===== src/rtl/conv_pkg.sv =====
// Shared types and mode decoders for the convolution datapath (controller and
// operand fetchers decode kernel/stride modes through the same functions).
package conv_pkg;

  typedef enum logic [1:0] {
    IDLE  = 2'd0,
    ISSUE = 2'd1,
    DRAIN = 2'd2
  } fetch_state_e;

  function automatic logic [2:0] kernel_size(input logic [1:0] mode);
    return {mode, 1'b1};
  endfunction

  // Mode 3 is reserved and falls back to unit stride.
  function automatic logic [2:0] stride(input logic [1:0] mode);
    logic [2:0] s;
    case (mode)
      2'd0:    s = 3'd1;
      2'd1:    s = 3'd2;
      2'd2:    s = 3'd4;
      default: s = 3'd1;
    endcase
    return s;
  endfunction

endpackage


===== src/rtl/a_skid_fifo.sv =====
// Two-entry FIFO between the activation memory and the operand consumer.
// A push into a full FIFO is legal only together with a pop.
module a_skid_fifo #(
  parameter int WIDTH = 16
) (
  input  logic             clk_i,
  input  logic             rst_ni,
  input  logic             push_i,
  input  logic             pop_i,
  input  logic [WIDTH-1:0] data_i,
  output logic             full_o,
  output logic             empty_o,
  output logic [WIDTH-1:0] head_o
);

  logic [WIDTH-1:0] mem_q [2];
  logic             rd_ptr_q;
  logic             wr_ptr_q;
  logic [1:0]       cnt_q;

  // Storage, pointers and occupancy.
  always_ff @(posedge clk_i or negedge rst_ni) begin
    if (!rst_ni) begin
      mem_q[0] <= '0;
      mem_q[1] <= '0;
      rd_ptr_q <= 1'b0;
      wr_ptr_q <= 1'b0;
      cnt_q    <= 2'd0;
    end else begin
      if (push_i) begin
        mem_q[wr_ptr_q] <= data_i;
        wr_ptr_q        <= ~wr_ptr_q;
      end
      if (pop_i) begin
        rd_ptr_q <= ~rd_ptr_q;
      end
      cnt_q <= cnt_q + {1'b0, push_i} - {1'b0, pop_i};
    end
  end

  assign full_o  = (cnt_q == 2'd2);
  assign empty_o = (cnt_q == 2'd0);
  assign head_o  = mem_q[rd_ptr_q];

endmodule


===== src/rtl/a_operand_fetcher.sv =====
// Activation operand fetcher: walks the conv loop nest, reads (or zero-pads)
// one activation per MAC and streams it out through a 2-entry buffer.
module a_operand_fetcher
  import conv_pkg::*;
#(
  parameter int DATA_WIDTH         = 16,
  parameter int LOG2_OF_MEM_HEIGHT = 20,
  parameter int FEATURE_MAP_WIDTH  = 1024,
  parameter int FEATURE_MAP_HEIGHT = 1024,
  parameter int INPUT_NB_CHANNELS  = 64,
  parameter int OUTPUT_NB_CHANNELS = 64
) (
  input  logic                          clk,
  input  logic                          arst_n_in,
  input  logic                          start,
  input  logic [1:0]                    conv_kernel_mode,
  input  logic [1:0]                    conv_stride_mode,
  output logic                          busy,
  output logic                          done,
  output logic                          mem_re,
  output logic [LOG2_OF_MEM_HEIGHT-1:0] mem_read_addr,
  input  logic [DATA_WIDTH-1:0]         mem_rdata,
  output logic                          a_valid,
  input  logic                          a_ready,
  output logic [DATA_WIDTH-1:0]         a_data
);

  localparam int AW  = LOG2_OF_MEM_HEIGHT;
  localparam int XW  = $clog2(FEATURE_MAP_WIDTH + 1);
  localparam int YW  = $clog2(FEATURE_MAP_HEIGHT + 1);
  localparam int CIW = $clog2(INPUT_NB_CHANNELS + 1);
  localparam int COW = $clog2(OUTPUT_NB_CHANNELS + 1);
  localparam logic signed [32:0] W33 = 33'(FEATURE_MAP_WIDTH);
  localparam logic signed [32:0] H33 = 33'(FEATURE_MAP_HEIGHT);

  fetch_state_e   state_q, state_d;
  logic [2:0]     k_q, k_d, s_q, s_d;
  logic [2:0]     kh_q, kh_d, kv_q, kv_d;
  logic [COW-1:0] co_q, co_d;
  logic [CIW-1:0] ci_q, ci_d;
  logic [YW-1:0]  y_q, y_d;
  logic [XW-1:0]  x_q, x_d;
  logic           pend_q, pend_d, pend_mem_q, pend_mem_d;
  logic           done_q, done_d, busy_q;
  logic [AW-1:0]  addr_q;

  logic kh_last_s, kv_last_s, co_last_s, ci_last_s, y_last_s, x_last_s;
  logic c_kv_s, c_co_s, c_ci_s, c_y_s, c_x_s, last_s;
  logic signed [32:0] px_s, py_s;
  logic [2:0]     half_s;
  logic           pad_s, issue_s, credit_ok_s, pop_s, push_s, drain_done_s;
  logic           fifo_full_s, fifo_empty_s;
  logic [1:0]     fifo_cnt_s;
  logic [AW-1:0]  addr_s;
  logic [DATA_WIDTH-1:0] push_data_s;

  assign kh_last_s = (kh_q == k_q - 3'd1);
  assign kv_last_s = (kv_q == k_q - 3'd1);
  assign co_last_s = (32'(co_q) == 32'(OUTPUT_NB_CHANNELS - 1));
  assign ci_last_s = (32'(ci_q) == 32'(INPUT_NB_CHANNELS - 1));
  assign y_last_s  = (32'(y_q) >= 32'(FEATURE_MAP_HEIGHT) - 32'(s_q));
  assign x_last_s  = (32'(x_q) >= 32'(FEATURE_MAP_WIDTH) - 32'(s_q));

  assign c_kv_s = kh_last_s;
  assign c_co_s = c_kv_s & kv_last_s;
  assign c_ci_s = c_co_s & co_last_s;
  assign c_y_s  = c_ci_s & ci_last_s;
  assign c_x_s  = c_y_s & y_last_s;
  assign last_s = c_x_s & x_last_s;

  // Tap position relative to the kernel centre; negative means left/above the image.
  assign half_s = {1'b0, k_q[2:1]};
  assign px_s   = $signed(33'(x_q) + 33'(kh_q) - 33'(half_s));
  assign py_s   = $signed(33'(y_q) + 33'(kv_q) - 33'(half_s));
  assign pad_s  = (px_s < 33'sd0) || (py_s < 33'sd0) || (px_s >= W33) || (py_s >= H33);
  assign addr_s = (AW'(py_s) * AW'(FEATURE_MAP_WIDTH) + AW'(px_s)) * AW'(INPUT_NB_CHANNELS)
                + AW'(ci_q);

  // Credit counts the same-cycle pop so a_ready held high sustains one operand per cycle.
  assign fifo_cnt_s  = fifo_full_s ? 2'd2 : (fifo_empty_s ? 2'd0 : 2'd1);
  assign pop_s       = ~fifo_empty_s & a_ready;
  assign credit_ok_s = ({1'b0, fifo_cnt_s} + {2'b00, pend_q}) < (3'd2 + {2'b00, pop_s});
  assign issue_s     = (state_q == ISSUE) & credit_ok_s;

  // A pad goes straight in unless an earlier request is pushing this cycle.
  assign push_s       = pend_q | (issue_s & pad_s & ~pend_q);
  assign push_data_s  = (pend_q & pend_mem_q) ? mem_rdata : '0;
  assign drain_done_s = ~pend_q & (fifo_cnt_s == {1'b0, pop_s});

  assign mem_re        = issue_s & ~pad_s;
  assign mem_read_addr = mem_re ? addr_s : addr_q;

  // Next-state, loop counters and delayed-push bookkeeping.
  always_comb begin
    state_d    = state_q;
    k_d        = k_q;
    s_d        = s_q;
    kh_d       = kh_q;
    kv_d       = kv_q;
    co_d       = co_q;
    ci_d       = ci_q;
    y_d        = y_q;
    x_d        = x_q;
    pend_d     = 1'b0;
    pend_mem_d = 1'b0;
    done_d     = 1'b0;
    case (state_q)
      IDLE: begin
        if (start) begin
          state_d = ISSUE;
          k_d     = kernel_size(conv_kernel_mode);
          s_d     = stride(conv_stride_mode);
          kh_d    = 3'd0;
          kv_d    = 3'd0;
          co_d    = '0;
          ci_d    = '0;
          y_d     = '0;
          x_d     = '0;
        end else begin
          state_d = IDLE;
        end
      end
      ISSUE: begin
        if (issue_s) begin
          pend_d     = pend_q | ~pad_s;
          pend_mem_d = ~pad_s;
          kh_d = kh_last_s ? 3'd0 : kh_q + 3'd1;
          kv_d = c_kv_s ? (kv_last_s ? 3'd0 : kv_q + 3'd1) : kv_q;
          co_d = c_co_s ? (co_last_s ? '0 : co_q + COW'(1)) : co_q;
          ci_d = c_ci_s ? (ci_last_s ? '0 : ci_q + CIW'(1)) : ci_q;
          y_d  = c_y_s ? (y_last_s ? '0 : y_q + YW'(s_q)) : y_q;
          x_d  = c_x_s ? (x_last_s ? '0 : x_q + XW'(s_q)) : x_q;
          state_d = last_s ? DRAIN : ISSUE;
        end else begin
          state_d = ISSUE;
        end
      end
      DRAIN: begin
        if (drain_done_s) begin
          state_d = IDLE;
          done_d  = 1'b1;
        end else begin
          state_d = DRAIN;
        end
      end
      default: state_d = IDLE;
    endcase
  end

  // State, counters and registered status outputs.
  always_ff @(posedge clk or negedge arst_n_in) begin
    if (!arst_n_in) begin
      state_q    <= IDLE;
      k_q        <= 3'd1;
      s_q        <= 3'd1;
      kh_q       <= 3'd0;
      kv_q       <= 3'd0;
      co_q       <= '0;
      ci_q       <= '0;
      y_q        <= '0;
      x_q        <= '0;
      pend_q     <= 1'b0;
      pend_mem_q <= 1'b0;
      done_q     <= 1'b0;
      busy_q     <= 1'b0;
      addr_q     <= '0;
    end else begin
      state_q    <= state_d;
      k_q        <= k_d;
      s_q        <= s_d;
      kh_q       <= kh_d;
      kv_q       <= kv_d;
      co_q       <= co_d;
      ci_q       <= ci_d;
      y_q        <= y_d;
      x_q        <= x_d;
      pend_q     <= pend_d;
      pend_mem_q <= pend_mem_d;
      done_q     <= done_d;
      busy_q     <= (state_d != IDLE);
      addr_q     <= mem_read_addr;
    end
  end

  a_skid_fifo #(
    .WIDTH(DATA_WIDTH)
  ) u_fifo (
    .clk_i  (clk),
    .rst_ni (arst_n_in),
    .push_i (push_s),
    .pop_i  (pop_s),
    .data_i (push_data_s),
    .full_o (fifo_full_s),
    .empty_o(fifo_empty_s),
    .head_o (a_data)
  );

  assign a_valid = ~fifo_empty_s;
  assign busy    = busy_q;
  assign done    = done_q;

endmodule

===== config.mk =====
export PLATFORM = sky130hd
export DESIGN_NAME = a_operand_fetcher
export DESIGN_NICKNAME = d
export VERILOG_FILES = /design/src/rtl/conv_pkg.sv /design/src/rtl/a_skid_fifo.sv /design/src/rtl/a_operand_fetcher.sv
export SDC_FILE = /design/constraint.sdc
export NUM_CORES = 1
export LEC_CHECK = 0
export CORE_MARGIN = 2
export CORE_UTILIZATION = 53
export DETAILED_ROUTE_END_ITERATION = 10
export PLACE_DENSITY_LB_ADDON = 0.25
export SYNTH_ARGS = -nofsm -noshare
export SYNTH_HDL_FRONTEND = slang
export SYNTH_SLANG_ARGS = --single-unit

===== constraint.sdc =====
create_clock -name clk -period 5.8 [get_ports clk]
set_input_delay 1.74 -clock clk [delete_from_list [all_inputs] [get_ports clk]]
set_output_delay 1.74 -clock clk [all_outputs]
set_load 0.01 [all_outputs]

* Word level (Yosys, flattened, before mapping)
Cells that the tools add are included.
** Storage, ports and cells
- Register bits after elaboration :: 109
- Bits of input ports :: 24
- Output and inout port bits :: 40
- Logic and storage cells :: 148
** Cells by class
- Add/subtract/negate cells :: 18
- $lt $le $gt $ge :: 10
- Equal/unequal tests :: 17
- Muxes and demuxes :: 48
- Bitwise gates (word level) :: 21
- Reductions and logical operators :: 15
** Operators with widths (count)
- $mux 16 :: 5
- $mux 11 :: 7
- $ge 11x32->1 :: 2
- $mux 7 :: 7
- $pmux 11 s2 :: 2
- $bwmux 32 :: 1
- $pmux 7 s2 :: 2
- $ge 13x12->1 const B :: 2
- $lt 13x1->1 const B :: 2
- $sub 12x2->13 :: 2
- $add 11x3->12 :: 2
- $add 11x3->11 :: 2
- $add 20x7->20 :: 1
- $mux 20 :: 1
- $reduce_and 4->1 :: 5
- $mux 3 :: 6
- $pmux 3 s2 :: 3
- $demux 16 s1 :: 1
- $add 14x14->14 :: 1
- $add 7x1->7 const B :: 2
- $eq 7x6->1 const B :: 2
- $ne 2x2->1 const B :: 7
- $and 1x1->1 :: 12
- $sub 11x3->12 const A :: 1
- 25 further kinds :: 51

* Depth between registers and ports, before layout
- Depth after elaboration :: 11
- Depth in mapped cells :: 18
- Gate-level depth less buffers :: 18

* Cells and area by module
A second synthesis with hierarchy kept.
** Unflattened totals
- Cells, all modules :: 751
- Area total of the unflattened synthesis :: 7646.1 sq um
** Modules (own cells, without submodules)
- a_operand_fetcher :: times used 1, cells an instance 650, area an instance 6024.5 sq um, sequential area each 1828.0 sq um
- a_skid_fifo :: times used 1, cells an instance 101, area an instance 1621.6 sq um, sequential area each 900.9 sq um

* Worst setup path after synthesis
Ideal clock, no wire load.
- Kind :: flip-flop to output port
- Start :: reg k_q[2]
- End :: out mem_read_addr[19]
- Data arrival time :: 4.063 ns
- Data required time :: 4.060 ns
- Path slack :: -0.003 ns
- Cell stages (with the launch flop) :: 16
- Path buffers :: 0
- Path through :: dfrtp_1 -> fa_1 -> inv_1 -> fa_1 -> a21o_1 -> a311oi_2 -> o211ai_1 -> nand2_1 -> xor2_1 -> ha_1 -> inv_1 -> fa_1 -> nand2b_1 -> a2111oi_2 -> xnor2_1 -> mux2_2
** Between the ends
- Cells in the longest elaborated chain, start to end :: 8
- Elaborated cells on any way between the ends :: 14
- Classes of those cells :: add/sub (4); order compare (4); mux (1); bitwise (2); reduce/logical (3)
** RTL lines
- start: declaration :: line a_operand_fetcher.sv:37 : logic [2:0] k_q, k_d, s_q, s_d;
- start signal: assignment :: line a_operand_fetcher.sv:169 : k_q <= k_d;
- parallel branches: the longest is 7 deep, another holds $add 20x7->20
- $mux 20 (*) :: line a_operand_fetcher.sv:91 : assign mem_read_addr = mem_re ? addr_s : addr_q;
- end: declaration :: line a_operand_fetcher.sv:21 : output logic [LOG2_OF_MEM_HEIGHT-1:0] mem_read_addr,
Every way passes the cells marked *.

* Worst setup path after layout
Same ends and word-level chain as after synthesis.

==> flow_metrics.tcl <==
set metrics [dict create \
    regToRegSetupSlack_ns 1.70 \
    antenna_found_initial 0 \
    rows 43 \
    synth.area.top_cells "dfrtp_1 (36%), ha_1 (14%), mux2_2 (5.6%), a22o_1 (3.9%), inv_1 (3.1%)" \
    fin_crit_ns 6.085 \
    status "complete, but fails checks" \
    fmax_mhz 164.3 \
    worst_slew_pin_slew_ns 1.186 \
    pre_cts_ws_ns -0.4093 \
    crit_top_cell "xnor2_1" \
    start_util_pct 54.07 \
    rsz0062_at_grt "true" \
    cp_max_fo 2 \
    stdcell_area_um2 9062 \
    cts-root-buf "clkbuf_16" \
    critical-path-max-stage-delay_ns 0.55 \
    drt-total-wl_um 17580 \
    min_path_cells 1 \
    design.core.area_um2 13880 \
    routed_via_density 5.728 \
    dp_hpwl_um 12960 \
    grt_max_degree 66 \
    synthesis.instances 749 \
    grtUsageTotal_pct 24.14 \
    setup_violations 3 \
    finClkSkew_ns 0.01124 \
    wire_per_inst_um 16.97 \
    period_share_pct 104.9 \
    gp_congestion 0.8720 \
    rr_startpoint "k_q[2]" \
    detailed_place.area_um2 8522 \
    cp.required_ns 4.06 \
    grt_pass1_vias 6073 \
    io_buffer_count 63 \
    cts.sinks 109 \
    slew_viol_final 0 \
    r2r_cells 18 \
    nFillCells 1085 \
    arrival_ns 4.34 \
    cts.htree.levels 3 \
    ys_warn_count 0 \
    dr.pass1.iters 4 \
    crit_type "flop to output pin" \
    finalHoldViolations 0 \
    grt_pass1_wl_um 28800 \
    worstHoldEndpoint "addr_q[13]" \
    maxCapViolCount 0 \
    area_delta_synth_final_pct 20.76 \
    cp_cell_sequence "fa_1, inv_2, buf_4, ha_4, a21o_2, and4_4, o211ai_1, mux2i_1, nor2_1, ha_1, a21o_1, a21oi_2, xnor2_2, xnor2_1, xnor2_1, xnor2_1, mux2_4, buf_6" \
    yosysMostFrequentCell "dfrtp_1" \
    yosys-top-cells-count "dfrtp_1 (108), ha_1 (84), inv_1 (61)" \
    synth-seq-cells 109 \
    synth_top_flop_cell "dfrtp_1" \
    cts_tree "done" \
    overflow 0 \
    drive_above_1_share_pct 19.51 \
    clk_pin_slew_ns 0.08 \
    async_flop_share_pct 100.0 \
    synth_top_area_share_pct 36.01 \
    first_iter_violations 396 \
    ant_nets 0 \
    nets 966 \
    dieHeight_um 123.0 \
    startpoint "k_q[2]" \
    synth_cell_types 73 \
    final.setup.tns_ns -0.4973 \
    vias 5934 \
    start_kind "flop" \
    r2r-end "addr_q[19]" \
    synth_top_area_cell "dfrtp_1" \
    clockBufferDepth 2 \
    min_path_type "flop to flop" \
    hold_start "addr_q[13]" \
    clk_latency_ns 0.36 \
    synth_area_um2 7505 \
    yosysSeqAreaShare_pct 36.36 \
    synth_fp_nets 864 \
    die_area_um2 15130 \
    die_w_um 123.0 \
    failed_checks "setup timing" \
    num_antenna_cells 0 \
    critPathCaptureType "output pin" \
    slew_headroom_pct 20.66 \
    setup_slack_ns -0.2847 \
    drc 0 \
    syn-mean-instance-area_um2 10.02 \
    ios 64 \
    numCtsBuffers 9 \
    synth-edff-count 0 \
    crit_slowest_cell "fa_1" \
]
-- flip-flops by register name, indices dropped and copies added (netlist names), 3 cells and up --
signal / count
u_fifo.mem_q: 32
kv_q: 3
kh_q: 3
addr_q: 20
y_q: 11
s_q: 3
co_q: 7
x_q: 11
ci_q: 7
-- cells by family after synthesis --
kind of cell             count (synthesis)  share of synthesized area, %
AO/OA/AOI/OAI                          191                         18.96
XOR/XNOR                                40                         4.668
adder cells (fa/ha/maj)                 91                         15.87
buffers and inverters                   86                         5.002
flip-flops                             109                         36.36
multiplexers                            41                         6.152
AND/OR/NAND/NOR                        191                         12.99
-- stage by stage --
step | util, % | hold slack (ns) | instances
CTS | 64.12 | 0.5019 | 1026
global route | 65.29 | 0.5149 | 1036
floorplan | - | 0.4532 | 749
global placement | 61.39 | 0.4754 | 1007
detailed placement | 61.39 | 0.4775 | 1007
finish | 65.29 | 0.4961 | 1036
-- cells in the final DEF (no fill, tap or decap), drive strengths merged, types with 31 or more instances in the layout --
cell,count
dfrtp,108
ha,84
inv,65
buf,55
nor2,52
nand2,48
clkdlybuf4s50,41
o21ai,39
mux2,38
a22o,33
a21oi,31
-- what timing repair did --
item | CTS | global route
endpoints found under the setup margin | 21 | 21
buffers inserted | 3 | 9
resized for setup | 34 | 36
pin swaps | 18 | 21
hold buffers | 0 | 0
gates cloned | 0 | 1
-- critical path, delay by kind of cell, from the launching register on --
kind / cells / cell delay (ns)
flip-flops: 1 / 0.43
adder cells (fa/ha/maj): 3 / 1.06
AO/OA/AOI/OAI: 4 / 0.77
buffers and inverters: 3 / 0.31
multiplexers: 2 / 0.54
XOR/XNOR: 4 / 0.57
AND/OR/NAND/NOR: 2 / 0.30
-- routing by layer --
metal | global-route usage [%] | vias to the layer above | wire length (um)
li1 | - | 2882 | -
met1 | 30.83 | 2895 | 7733
met2 | 40.88 | 126 | 8782
met3 | 4.566 | 31 | 723
met4 | 8.736 | 0 | 340
met5 | 0 | - | 0
-- how the worst max path moves through the flow --
stage                              endpoint  slack, ns
after detailed placement  mem_read_addr[19]      -0.41
after floorplan           mem_read_addr[19]       0.01
final                     mem_read_addr[19]      -0.28
after global routing      mem_read_addr[19]      -0.39
after global placement    mem_read_addr[19]      -0.34
after CTS                 mem_read_addr[19]      -0.21
-- area by class of cell --
| class | count | area (um2) | share of cell area, % |
|---|---|---|---|
| well taps | 180 | 225.2 | 2.485 |
| inverters | 62 | 232.7 | 2.568 |
| clock buffers | 9 | 225.2 | 2.485 |
| flip-flops and latches | 109 | 2730 | 30.13 |
| repair buffers | 115 | 1075 | 11.86 |
| clock inverters | 7 | 57.56 | 0.6351 |
| multi-input cells | 554 | 4517 | 49.84 |
Power is not shown: default switching activity piles up to over one toggle a cycle in this logic, so the estimate is an artifact.
